===== src/rtl/dispense_sequencer.sv =====
// dispense_sequencer: converts a latched 12-bit amount to BCD by repeated
// subtraction, then walks the non-zero denomination slots from thousands down
// to units. Each slot is lit until its sensor reports an item inserted and is
// then held dark until the item is removed. Both sensor levels are debounced,
// and each wait is bounded by a timeout.
module dispense_sequencer #(
    parameter int DEBOUNCE_CYCLES = 16,
    parameter int TIMEOUT_CYCLES  = 500000000
) (
    input  logic        clk,
    input  logic        rst_n,
    input  logic        start,
    input  logic [11:0] amount,
    input  logic        abort,
    input  logic [3:0]  slot_sense,
    output logic [3:0]  slot_led,
    output logic [15:0] bcd_digits,
    output logic        digits_vld,
    output logic        busy,
    output logic        done,
    output logic        err_timeout
);

    localparam int DW = $clog2(DEBOUNCE_CYCLES + 1);
    localparam int TW = $clog2(TIMEOUT_CYCLES + 1);
    localparam logic [DW-1:0] DEB_LAST = DW'(DEBOUNCE_CYCLES - 1);
    localparam logic [TW-1:0] TO_LAST  = TW'(TIMEOUT_CYCLES - 1);
    localparam logic [DW-1:0] DEB_ONE  = DW'(1);
    localparam logic [TW-1:0] TO_ONE   = TW'(1);

    typedef enum logic [2:0] {
        S_IDLE     = 3'd0,
        S_CONVERT  = 3'd1,
        S_WAIT_IN  = 3'd2,
        S_WAIT_OUT = 3'd3,
        S_DONE     = 3'd4,
        S_ERR      = 3'd5
    } state_t;

    state_t        state_r;
    logic [11:0]   rem_r;
    logic [3:0]    t_r;
    logic [3:0]    h_r;
    logic [3:0]    d_r;
    logic [3:0]    u_r;
    logic [1:0]    slot_r;
    logic [DW-1:0] deb_r;
    logic [TW-1:0] to_r;

    logic [2:0]    below_s;
    logic [2:0]    next_sel_s;
    logic          sense_s;

    // Highest slot strictly below 'below' holding a non-zero digit.
    // Result is {found, slot}; 'below' = 4 searches all four slots.
    function automatic logic [2:0] pick_slot(input logic [15:0] digs, input logic [2:0] below);
        logic [2:0] sel;
        sel = 3'b000;
        for (int j = 0; j < 4; j++) begin
            if ((j < int'(below)) && (digs[4*j +: 4] != 4'd0)) begin
                sel = {1'b1, 2'(j)};
            end else begin
                sel = sel;
            end
        end
        return sel;
    endfunction

    assign bcd_digits = {t_r, h_r, d_r, u_r};

    // Next slot to present: first slot after conversion, otherwise the one below the current slot.
    always_comb begin
        below_s = 3'd4;
        if (state_r == S_CONVERT) begin
            below_s = 3'd4;
        end else begin
            below_s = {1'b0, slot_r};
        end
        next_sel_s = pick_slot(bcd_digits, below_s);
        sense_s    = slot_sense[slot_r];
    end

    // Sequencer state, conversion datapath, debounce/timeout counters and registered outputs.
    always_ff @(posedge clk) begin
        if (!rst_n) begin
            state_r     <= S_IDLE;
            rem_r       <= 12'd0;
            t_r         <= 4'd0;
            h_r         <= 4'd0;
            d_r         <= 4'd0;
            u_r         <= 4'd0;
            slot_r      <= 2'd0;
            deb_r       <= '0;
            to_r        <= '0;
            slot_led    <= 4'd0;
            digits_vld  <= 1'b0;
            busy        <= 1'b0;
            done        <= 1'b0;
            err_timeout <= 1'b0;
        end else if (abort && (state_r != S_IDLE)) begin
            state_r     <= S_IDLE;
            rem_r       <= 12'd0;
            t_r         <= 4'd0;
            h_r         <= 4'd0;
            d_r         <= 4'd0;
            u_r         <= 4'd0;
            deb_r       <= '0;
            to_r        <= '0;
            slot_led    <= 4'd0;
            digits_vld  <= 1'b0;
            busy        <= 1'b0;
            done        <= 1'b0;
            err_timeout <= 1'b0;
        end else begin
            case (state_r)
                S_IDLE: begin
                    if (start) begin
                        rem_r      <= amount;
                        t_r        <= 4'd0;
                        h_r        <= 4'd0;
                        d_r        <= 4'd0;
                        u_r        <= 4'd0;
                        digits_vld <= 1'b0;
                        busy       <= 1'b1;
                        state_r    <= S_CONVERT;
                    end else begin
                        state_r    <= S_IDLE;
                    end
                end
                S_CONVERT: begin
                    if (rem_r >= 12'd1000) begin
                        rem_r <= rem_r - 12'd1000;
                        t_r   <= t_r + 4'd1;
                    end else if (rem_r >= 12'd100) begin
                        rem_r <= rem_r - 12'd100;
                        h_r   <= h_r + 4'd1;
                    end else if (rem_r >= 12'd10) begin
                        rem_r <= rem_r - 12'd10;
                        d_r   <= d_r + 4'd1;
                    end else if (rem_r != 12'd0) begin
                        rem_r <= rem_r - 12'd1;
                        u_r   <= u_r + 4'd1;
                    end else begin
                        digits_vld <= 1'b1;
                        deb_r      <= '0;
                        to_r       <= '0;
                        if (next_sel_s[2]) begin
                            slot_r   <= next_sel_s[1:0];
                            slot_led <= 4'b0001 << next_sel_s[1:0];
                            state_r  <= S_WAIT_IN;
                        end else begin
                            done     <= 1'b1;
                            state_r  <= S_DONE;
                        end
                    end
                end
                S_WAIT_IN: begin
                    if (to_r == TO_LAST) begin
                        slot_led    <= 4'd0;
                        err_timeout <= 1'b1;
                        state_r     <= S_ERR;
                    end else if (sense_s && (deb_r == DEB_LAST)) begin
                        slot_led <= 4'd0;
                        deb_r    <= '0;
                        to_r     <= '0;
                        state_r  <= S_WAIT_OUT;
                    end else if (sense_s) begin
                        deb_r <= deb_r + DEB_ONE;
                        to_r  <= to_r + TO_ONE;
                    end else begin
                        deb_r <= '0;
                        to_r  <= to_r + TO_ONE;
                    end
                end
                S_WAIT_OUT: begin
                    if (to_r == TO_LAST) begin
                        slot_led    <= 4'd0;
                        err_timeout <= 1'b1;
                        state_r     <= S_ERR;
                    end else if (!sense_s && (deb_r == DEB_LAST)) begin
                        deb_r <= '0;
                        to_r  <= '0;
                        if (next_sel_s[2]) begin
                            slot_r   <= next_sel_s[1:0];
                            slot_led <= 4'b0001 << next_sel_s[1:0];
                            state_r  <= S_WAIT_IN;
                        end else begin
                            done     <= 1'b1;
                            state_r  <= S_DONE;
                        end
                    end else if (!sense_s) begin
                        deb_r <= deb_r + DEB_ONE;
                        to_r  <= to_r + TO_ONE;
                    end else begin
                        deb_r <= '0;
                        to_r  <= to_r + TO_ONE;
                    end
                end
                S_DONE: begin
                    done    <= 1'b0;
                    busy    <= 1'b0;
                    state_r <= S_IDLE;
                end
                S_ERR: begin
                    slot_led    <= 4'd0;
                    err_timeout <= 1'b1;
                    state_r     <= S_ERR;
                end
                default: begin
                    slot_led    <= 4'd0;
                    busy        <= 1'b0;
                    done        <= 1'b0;
                    err_timeout <= 1'b0;
                    state_r     <= S_IDLE;
                end
            endcase
        end
    end

endmodule


===== config.mk =====
export PLATFORM = sky130hd
export DESIGN_NAME = dispense_sequencer
export DESIGN_NICKNAME = d
export VERILOG_FILES = /design/src/rtl/dispense_sequencer.sv
export SDC_FILE = /design/constraint.sdc
export NUM_CORES = 1
export LEC_CHECK = 0
export ABC_CLOCK_PERIOD_IN_PS = 4500
export BUFFER_PORTS_ARGS = -buffer_cell sky130_fd_sc_hd__buf_2
export CORE_ASPECT_RATIO = 0.9
export CORE_MARGIN = 8
export CORE_UTILIZATION = 50
export CTS_BUF_LIST = sky130_fd_sc_hd__clkbuf_4 sky130_fd_sc_hd__clkbuf_8 sky130_fd_sc_hd__clkbuf_16
export CTS_CLUSTER_DIAMETER = 50
export CTS_CLUSTER_SIZE = 24
export DETAILED_ROUTE_END_ITERATION = 6
export MAX_ROUTING_LAYER = met4
export PLACE_DENSITY_LB_ADDON = 0.1
export REMOVE_ABC_BUFFERS = 1
export SETUP_SLACK_MARGIN = 0.02
export SYNTH_ARGS = -nofsm -noshare
export SYNTH_HDL_FRONTEND = slang
export SYNTH_SLANG_ARGS = --single-unit

===== constraint.sdc =====
create_clock -name clk -period 4.5 [get_ports clk]
set_clock_uncertainty 0.05 [all_clocks]
set_input_delay 0.225 -clock clk [delete_from_list [all_inputs] [get_ports clk]]
set_output_delay 0.225 -clock clk [all_outputs]
set_load 0.005 [all_outputs]

==> insert_results.sql, run 1 <==
INSERT INTO impl_metrics (metric_group, metric, value, unit) VALUES
('sta', 'drv_slew', '0', ''),
('synth', 'synth_cell_type_count', '72', ''),
('power_and_ir_drop', 'power_density', '627', 'nW/um2'),
('sta', 'fin_tns_setup', '0', 'ns'),
('routing', 'drc', '0', ''),
('synth', 'synth_top_family_by_area', 'simple AND/OR/NAND/NOR gates', ''),
('synth', 'syn_inst', '593', ''),
('clock_tree', 'htree_levels', '3', ''),
('power_and_ir_drop', 'power.ir.vdd_worst', '0.000247', 'V'),
('routing', 'route.detailed.wl_per_inst', '16.0', 'um'),
('floorplan', 'die-height', '107', 'um'),
('sta', 'tightest_slew', '1.15', 'ns'),
('sta', 'maxSlewHeadroom', '0.227', ''),
('floorplan', 'starting_density_of_the_core', '0.509', ''),
('synth', 'synth_compound_area_frac', '0.217', ''),
('grt', 'grt_pass1_vias', '4164', ''),
('cells_and_area', 'finalNetCount', '674', ''),
('clock_tree', 'clk_transition_reported_paths', '0.08', 'ns'),
('grt', 'antenna_violations_before_repair', '0', ''),
('place', 'place_hpwl', '8790', 'um'),
('sta', 'fin_crit_sh', '0.711', ''),
('power_and_ir_drop', 'leakage', '1.99', 'nW'),
('synth', 'synth_flop_cell', 'sky130_fd_sc_hd__dfxtp_1', ''),
('worst_setup_path', 'required', '4.74', 'ns'),
('clock_tree', 'cts_tree', 'done', ''),
('synth', 'synth.area.top_cells', 'sky130_fd_sc_hd__dfxtp_1, sky130_fd_sc_hd__nor2_1, sky130_fd_sc_hd__ha_1', ''),
('routing', 'routed-wl-met2', '5240', 'um'),
('place', 'placed_cells_incl_taps', '741', ''),
('grt', 'overflow_left_after_global_routing', '0', ''),
('routing', 'wirelength', '12100', 'um'),
('grt', 'pin_count_of_the_biggest_net_entering_global_routing', '25', ''),
('clock_tree', 'clk_path_buf_depth', '2', ''),
('sta', 'fmaxAchievable', '0.313', 'GHz'),
('run_status', 'run_status', 'complete, no violations', ''),
('cells_and_area', 'area_growth_syn_to_layout', '11.6', '%'),
('synth', 'synth_async_reset_ratio', '0', ''),
('synth', 'synth-adder-area-share', '0.0653', ''),
('synth', 'synth_most_common_cell', 'sky130_fd_sc_hd__nor2_1', ''),
('synth', 'syn_avg_cell_area', '7.76', 'um2'),
('clock_tree', 'cts.sink_count', '75', ''),
('cells_and_area', 'drive_above_1_share', '0.126', ''),
('floorplan', 'floorplan.io_pins', '44', ''),
('synth', 'synth.area.mux_share', '0.0158', ''),
('grt', 'grt_first_pass_wirelength', '20000', 'um'),
('place', 'port_buffers', '43', ''),
('synth', 'yosysWarnings', '0', ''),
('clock_tree', 'cts_setup_buffers', '0', ''),
('routing', 'met3_wirelength', '854', 'um'),
('synth', 'synth_common_cells', 'sky130_fd_sc_hd__nor2_1, sky130_fd_sc_hd__dfxtp_1, sky130_fd_sc_hd__nand2_1, sky130_fd_sc_hd__a21oi_1, sky130_fd_sc_hd__inv_1', ''),
('worst_setup_path', 'crit_path_end_kind', 'flop', ''),
('worst_setup_path', 'cp_slowest_cell', 'sky130_fd_sc_hd__or4b_1', ''),
('floorplan', 'floorplan.die.width', '117', 'um'),
('sta', 'hold_violations', '0', ''),
('clock_tree', 'post_cts_hold_buffer_count', '0', ''),
('cells_and_area', 'antennaDiodeCount', '0', ''),
('min_path', 'hold_path.class', 'in2reg', ''),
('routing', 'route.top_layer_used', 'met4', ''),
('clock_tree', 'cts_buffers', '9', ''),
('sta', 'layout_min_cycle_time', '3.20', 'ns'),
('routing', 'postRouteAntennaNets', '0', ''),
('synth', 'post_synth_top_area_cell', 'sky130_fd_sc_hd__dfxtp_1', ''),
('clock_tree', 'post_cts_resize_count', '0', ''),
('sta', 'rsz0062_at_grt', 'no', ''),
('floorplan', 'die-area', '12500', 'um2'),
('worst_setup_path', 'crit_path_max_fanout', '15', ''),
('routing', 'initial_drt_pass_iterations', '5', ''),
('floorplan', 'placeable_core_region', '9040', 'um2'),
('routing', 'post_drt_via_cell_ratio', '5.87', ''),
('synth', 'synth_enable_flop_cells', '0', ''),
('synth', 'mappedNetlistArea', '4600', 'um2'),
('place', 'place.gp.congestion', '0.936', '');
final timing paths:
check                             start                      to  cells after the start  slack [ns]
setup reg to reg  rem_r[2]$_SDFFE_PP0P_   to_r[19]$_SDFFE_PP0P_                      9        1.30
hold reg to reg    to_r[1]$_SDFFE_PP0P_    to_r[1]$_SDFFE_PP0P_                      2        0.43
setup / recovery  rem_r[2]$_SDFFE_PP0P_   to_r[19]$_SDFFE_PP0P_                      9        1.30
hold / removal                    rst_n  slot_r[0]$_SDFFE_PN0P_                      2        0.09
stage by stage:
step	total power [mW]	cell area [um2]	worst slack, ns	hold slack, ns	util
final	3.22	5130	1.30	0.0916	0.568
after global routing	3.44	5130	1.12	0.0699	0.568
after CTS	3.20	5130	1.31	0.0696	0.568
after detailed placement	2.64	4930	1.39	0.418	0.546
after global placement	2.64	4930	1.50	0.415	0.546
after floorplan	2.14	4510	1.34	0.308	-
flip-flops by register name (all words and copies together), names as in the netlist, 2 cells and up:
| signal | cells |
|---|---|
| d_r | 4 |
| deb_r | 5 |
| h_r | 4 |
| rem_r | 12 |
| slot_led | 4 |
| slot_r | 2 |
| state_r | 3 |
| t_r | 4 |
| to_r | 29 |
| u_r | 4 |
report_power, final:
| part | internal (mW) | total [mW] | switching (mW) |
|---|---|---|---|
| Combinational | 0.637 | 1.75 | 1.11 |
| Clock | 0.295 | 0.537 | 0.242 |
| Sequential | 0.753 | 0.933 | 0.180 |
| Total | 1.69 | 3.22 | 1.54 |
placed cells by master, fill, tap and decap left out, types with 11 or more instances in the layout:
cell type	Yosys	layout
sky130_fd_sc_hd__nor2_1	96	96
sky130_fd_sc_hd__inv_1	25	25
sky130_fd_sc_hd__nand3_1	24	24
sky130_fd_sc_hd__xnor2_1	17	17
sky130_fd_sc_hd__o21ai_0	22	22
sky130_fd_sc_hd__ha_1	24	24
sky130_fd_sc_hd__xor2_1	12	12
sky130_fd_sc_hd__dfxtp_1	75	75
sky130_fd_sc_hd__a21oi_1	43	43
sky130_fd_sc_hd__nor4_1	15	15
sky130_fd_sc_hd__nor3_1	15	15
sky130_fd_sc_hd__nand4_1	13	13
sky130_fd_sc_hd__nand2_1	51	51
sky130_fd_sc_hd__clkbuf_8	0	11
sky130_fd_sc_hd__buf_2	4	43
per-layer routing:
layer	track usage	vias up
met3	0.0494	15
met1	0.273	2063
li1	-	2205
met4	0.0648	0
met5	-	-
met2	0.296	156
worst max-delay path: cells and delay by family (launching register included):
family	cells	cell delay (ns)
buffers and inverters	1	0.16
adders and majority gates	1	0.29
AOI/OAI and AO/OA	3	0.85
DFF	1	0.44
and+or+nand+nor	4	1.35
cells by family after synthesis:
group           Yosys count
flops                    75
mux                       6
fa+ha+maj                24
buf+inv                  48
xor+xnor                 30
simple gates            259
compound gates          151
area by class of cell:
type,instances,area (um2)
inverter,25,93.8
fill,853,3910
timing repair buffer,49,260
clock buffer,13,166
clock inverter,2,35.0
multi-input combinational,470,2930
tap,122,153
sequential,75,1500
No activity file was read; power rests on OpenSTA's default activity.
==> run 2: changes to the inputs <==
ABC_AREA = 1   (was default)
ABC_CLOCK_PERIOD_IN_PS = 3050   (was 4500)
clock period = 3.05 ns   (was 4.5 ns; I/O delays follow)
==> run 2 against run 1 <==
  * Sequential power grew 46%
  * Non-clock buffer count grew 3
  * Total power grew 81%
  * Design area grew 31%
  * Global-route usage grew 1.5 points
  * Area after synthesis grew 34%
  * Register-to-register slack lost 0.80 ns
  * Maximum frequency grew 25%
  * Wire length grew 40%
  * Combinational power grew 91%
==> insert_results.sql, run 2 <==
INSERT INTO impl_metrics (metric_group, metric, value, unit) VALUES
('sta', 'hold_violations', '0', ''),
('cells_and_area', 'reg_top3', 'to_r: 29 flops, rem_r: 12 flops, deb_r: 5 flops', ''),
('synth', 'yosys.area.top_type_share', '0.244', ''),
('clock_tree', 'cts_root_buf', 'sky130_fd_sc_hd__clkbuf_16', ''),
('power_and_ir_drop', 'power_density', '862', 'nW/um2'),
('place', 'placed_cell_area', '6440', 'um2'),
('sta', 'tightest_slew', '0.624', 'ns'),
('routing', 'drt_first_iter_violations', '561', ''),
('floorplan', 'die-area', '16100', 'um2'),
('synth', 'synth_enable_flop_cells', '0', ''),
('sta', 'drv_slew', '0', ''),
('grt', 'grt_pass1_vias', '5677', ''),
('grt', 'overflow_left_after_global_routing', '0', ''),
('worst_setup_path', 'crit_path_max_fanout', '34', ''),
('routing', 'drc', '0', ''),
('sta', 'fmaxAchievable', '0.392', 'GHz'),
('clock_tree', 'clk_transition_reported_paths', '0.06', 'ns'),
('min_path', 'hold_path.class', 'in2reg', ''),
('routing', 'wirelength', '17000', 'um'),
('grt', 'grt_first_pass_wirelength', '28200', 'um'),
('floorplan', 'placeable_core_region', '12000', 'um2'),
('synth', 'syn_avg_cell_area', '6.17', 'um2'),
('cells_and_area', 'register_area', '1500', 'um2'),
('power_and_ir_drop', 'leakage', '2.98', 'nW'),
('worst_setup_path', 'timing_worst_setup_path_type', 'reg2reg', ''),
('routing', 'post_drt_via_cell_ratio', '5.34', ''),
('synth', 'synth_async_reset_ratio', '0', ''),
('routing', 'initial_drt_pass_iterations', '7', ''),
('routing', 'route.detailed.wl_per_inst', '14.2', 'um'),
('power_and_ir_drop', 'power.ir.vdd_worst', '0.000488', 'V'),
('synth', 'sequential_to_total_area_share_from_yosys_stat', '0.244', ''),
('clock_tree', 'clk_path_buf_depth', '2', ''),
('cells_and_area', 'final_core_occ', '0.561', ''),
('place', 'port_buffers', '43', ''),
('synth', 'synth_cell_type_count', '45', ''),
('synth', 'synth_flop_cell', 'sky130_fd_sc_hd__dfxtp_1', ''),
('cells_and_area', 'fill_cell_total_of_the_finished_layout', '1294', ''),
('clock_tree', 'cts_setup_buffers', '0', ''),
('synth', 'synth_most_common_cell', 'sky130_fd_sc_hd__nand2_1', ''),
('flow_run', 'maxCapViolations', '0', ''),
('grt', 'pin_count_of_the_biggest_net_entering_global_routing', '44', ''),
('cells_and_area', 'final-instance-count-excl-fill', '1193', ''),
('worst_setup_path', 'startpoint_type', 'flop', ''),
('cells_and_area', 'layout.cells.most_common', 'sky130_fd_sc_hd__nand2_1', ''),
('floorplan', 'rows', '38', ''),
('cells_and_area', 'registers.top_by_ff_count', 'to_r', ''),
('synth', 'synth.area.top_cells', 'sky130_fd_sc_hd__dfxtp_1, sky130_fd_sc_hd__nand2_1, sky130_fd_sc_hd__inv_1', ''),
('synth', 'mappedNetlistArea', '6150', 'um2'),
('sta', 'final.setup.worst_slack', '0.499', 'ns'),
('clock_tree', 'post_cts_resize_count', '0', ''),
('grt', 'antenna_violations_before_repair', '0', ''),
('synth', 'yosys_register_bits', '75', ''),
('run_status', 'run_status', 'complete, no violations', ''),
('sta', 'fin_tns_setup', '0', 'ns'),
('place', 'post-place-ws', '0.500', 'ns'),
('sta', 'fin_crit_sh', '0.836', ''),
('synth', 'syn_inst', '998', ''),
('cells_and_area', 'final_cell_mix', 'sky130_fd_sc_hd__nand2_1, sky130_fd_sc_hd__inv_1, sky130_fd_sc_hd__nor2_1', ''),
('clock_tree', 'cts.sink_count', '75', ''),
('floorplan', 'floorplan.die.width', '133', 'um'),
('cells_and_area', 'multi_input_area', '4000', 'um2'),
('cells_and_area', 'finalNetCount', '1072', ''),
('synth', 'yosysWarnings', '0', ''),
('place', 'place_hpwl', '12400', 'um'),
('sta', 'maxSlewHeadroom', '0.583', ''),
('cells_and_area', 'area_growth_syn_to_layout', '9.55', '%'),
('cells_and_area', 'fin_area', '6740', 'um2'),
('routing', 'routed-via-count', '6374', ''),
('cells_and_area', 'largest_register_ff_count', '29', ''),
('floorplan', 'starting_density_of_the_core', '0.512', ''),
('worst_setup_path', 'required', '3.22', 'ns'),
('clock_tree', 'cts_buffers', '9', ''),
('routing', 'postRouteAntennaNets', '0', ''),
('grt', 'track_usage', '0.219', ''),
('place', 'place.gp.congestion', '0.962', ''),
('clock_tree', 'cts_tree', 'done', ''),
('synth', 'synth_common_cells', 'sky130_fd_sc_hd__nand2_1, sky130_fd_sc_hd__inv_1, sky130_fd_sc_hd__nor2_1, sky130_fd_sc_hd__nand3_1, sky130_fd_sc_hd__dfxtp_1', ''),
('worst_setup_path', 'crit_arrival', '2.72', 'ns'),
('clock_tree', 'clock_insertion_delay_worst_skew', '0.35', 'ns'),
('floorplan', 'floorplan.io_pins', '44', ''),
('clock_tree', 'post_cts_hold_buffer_count', '0', ''),
('sta', 'layout_min_cycle_time', '2.55', 'ns'),
('sta', 'finalSetupViolations', '0', ''),
('place', 'placed_cells_incl_taps', '1177', ''),
('cells_and_area', 'antennaDiodeCount', '0', ''),
('sta', 'rsz0062_at_grt', 'no', ''),
('clock_tree', 'htree_levels', '3', ''),
('floorplan', 'die-height', '121', 'um'),
('worst_setup_path', 'crit_path_end_kind', 'flop', ''),
('cells_and_area', 'drive_above_1_share', '0.136', ''),
('synth', 'post_synth_top_area_cell', 'sky130_fd_sc_hd__dfxtp_1', '');
## run 2: cell families after synthesis
family | synth area share
simple gates | 0.428
buf+inv | 0.109
compound gates | 0.136
flops | 0.244
xor+xnor | 0.0342
fa+ha+maj | 0.0488
## run 2: layout make-up
type / instances / area share
Clock buffer: 11 / 0.0356
Clock inverter: 5 / 0.00909
Sequential cell: 75 / 0.223
Tap cell: 160 / 0.0297
Timing Repair Buffer: 52 / 0.0419
Inverter: 123 / 0.0685
Multi-Input combinational cell: 767 / 0.593
## run 2: final timing paths
path                     startpoint                     end  slack [ns]  depth (start not counted)
min reg2reg  rem_r[11]$_SDFFE_PP0P_  rem_r[11]$_SDFFE_PP0P_        0.42                          2
max reg2reg   rem_r[2]$_SDFFE_PP0P_   to_r[12]$_SDFFE_PP0P_        0.50                         11
max           rem_r[2]$_SDFFE_PP0P_   to_r[12]$_SDFFE_PP0P_        0.50                         11
min                           rst_n  slot_r[1]$_SDFFE_PN0P_        0.03                          3
## run 2: worst max-delay path: stages (launching register included)
cell	delay, ns
sky130_fd_sc_hd__dfxtp_1	0.43
sky130_fd_sc_hd__inv_1	0.17
sky130_fd_sc_hd__ha_1	0.27
sky130_fd_sc_hd__nand2_1	0.08
sky130_fd_sc_hd__nand2_1	0.09
sky130_fd_sc_hd__nor2_2	0.18
sky130_fd_sc_hd__nand3_4	0.17
sky130_fd_sc_hd__nand2_2	0.12
sky130_fd_sc_hd__nand2_2	0.08
sky130_fd_sc_hd__nand3b_4	0.48
sky130_fd_sc_hd__a21oi_2	0.26
sky130_fd_sc_hd__nor2_1	0.05
## run 2: per-layer routing
metal  vias up  routed length, um  GRT usage
met3        17                953     0.0331
met1      2867               8700      0.307
met5         -                  0          -
li1       3305                  -          -
met2       185               7110      0.319
met4         0                220     0.0617
## run 2: power by group
group	leakage, nW	internal, mW	switching (mW)	total [mW]
Sequential	0.608	1.15	0.213	1.36
Combinational	2.22	1.08	2.27	3.35
Clock	0.151	0.657	0.451	1.11
Total	2.98	2.88	2.93	5.81
## run 2: metrics by stage
stage,hold WS [ns],total power [mW]
after floorplan,0.223,3.81
after global placement,0.390,4.68
after detailed placement,0.390,4.70
after CTS,0.0179,5.83
after global routing,0.0344,6.34
final,0.0317,5.81
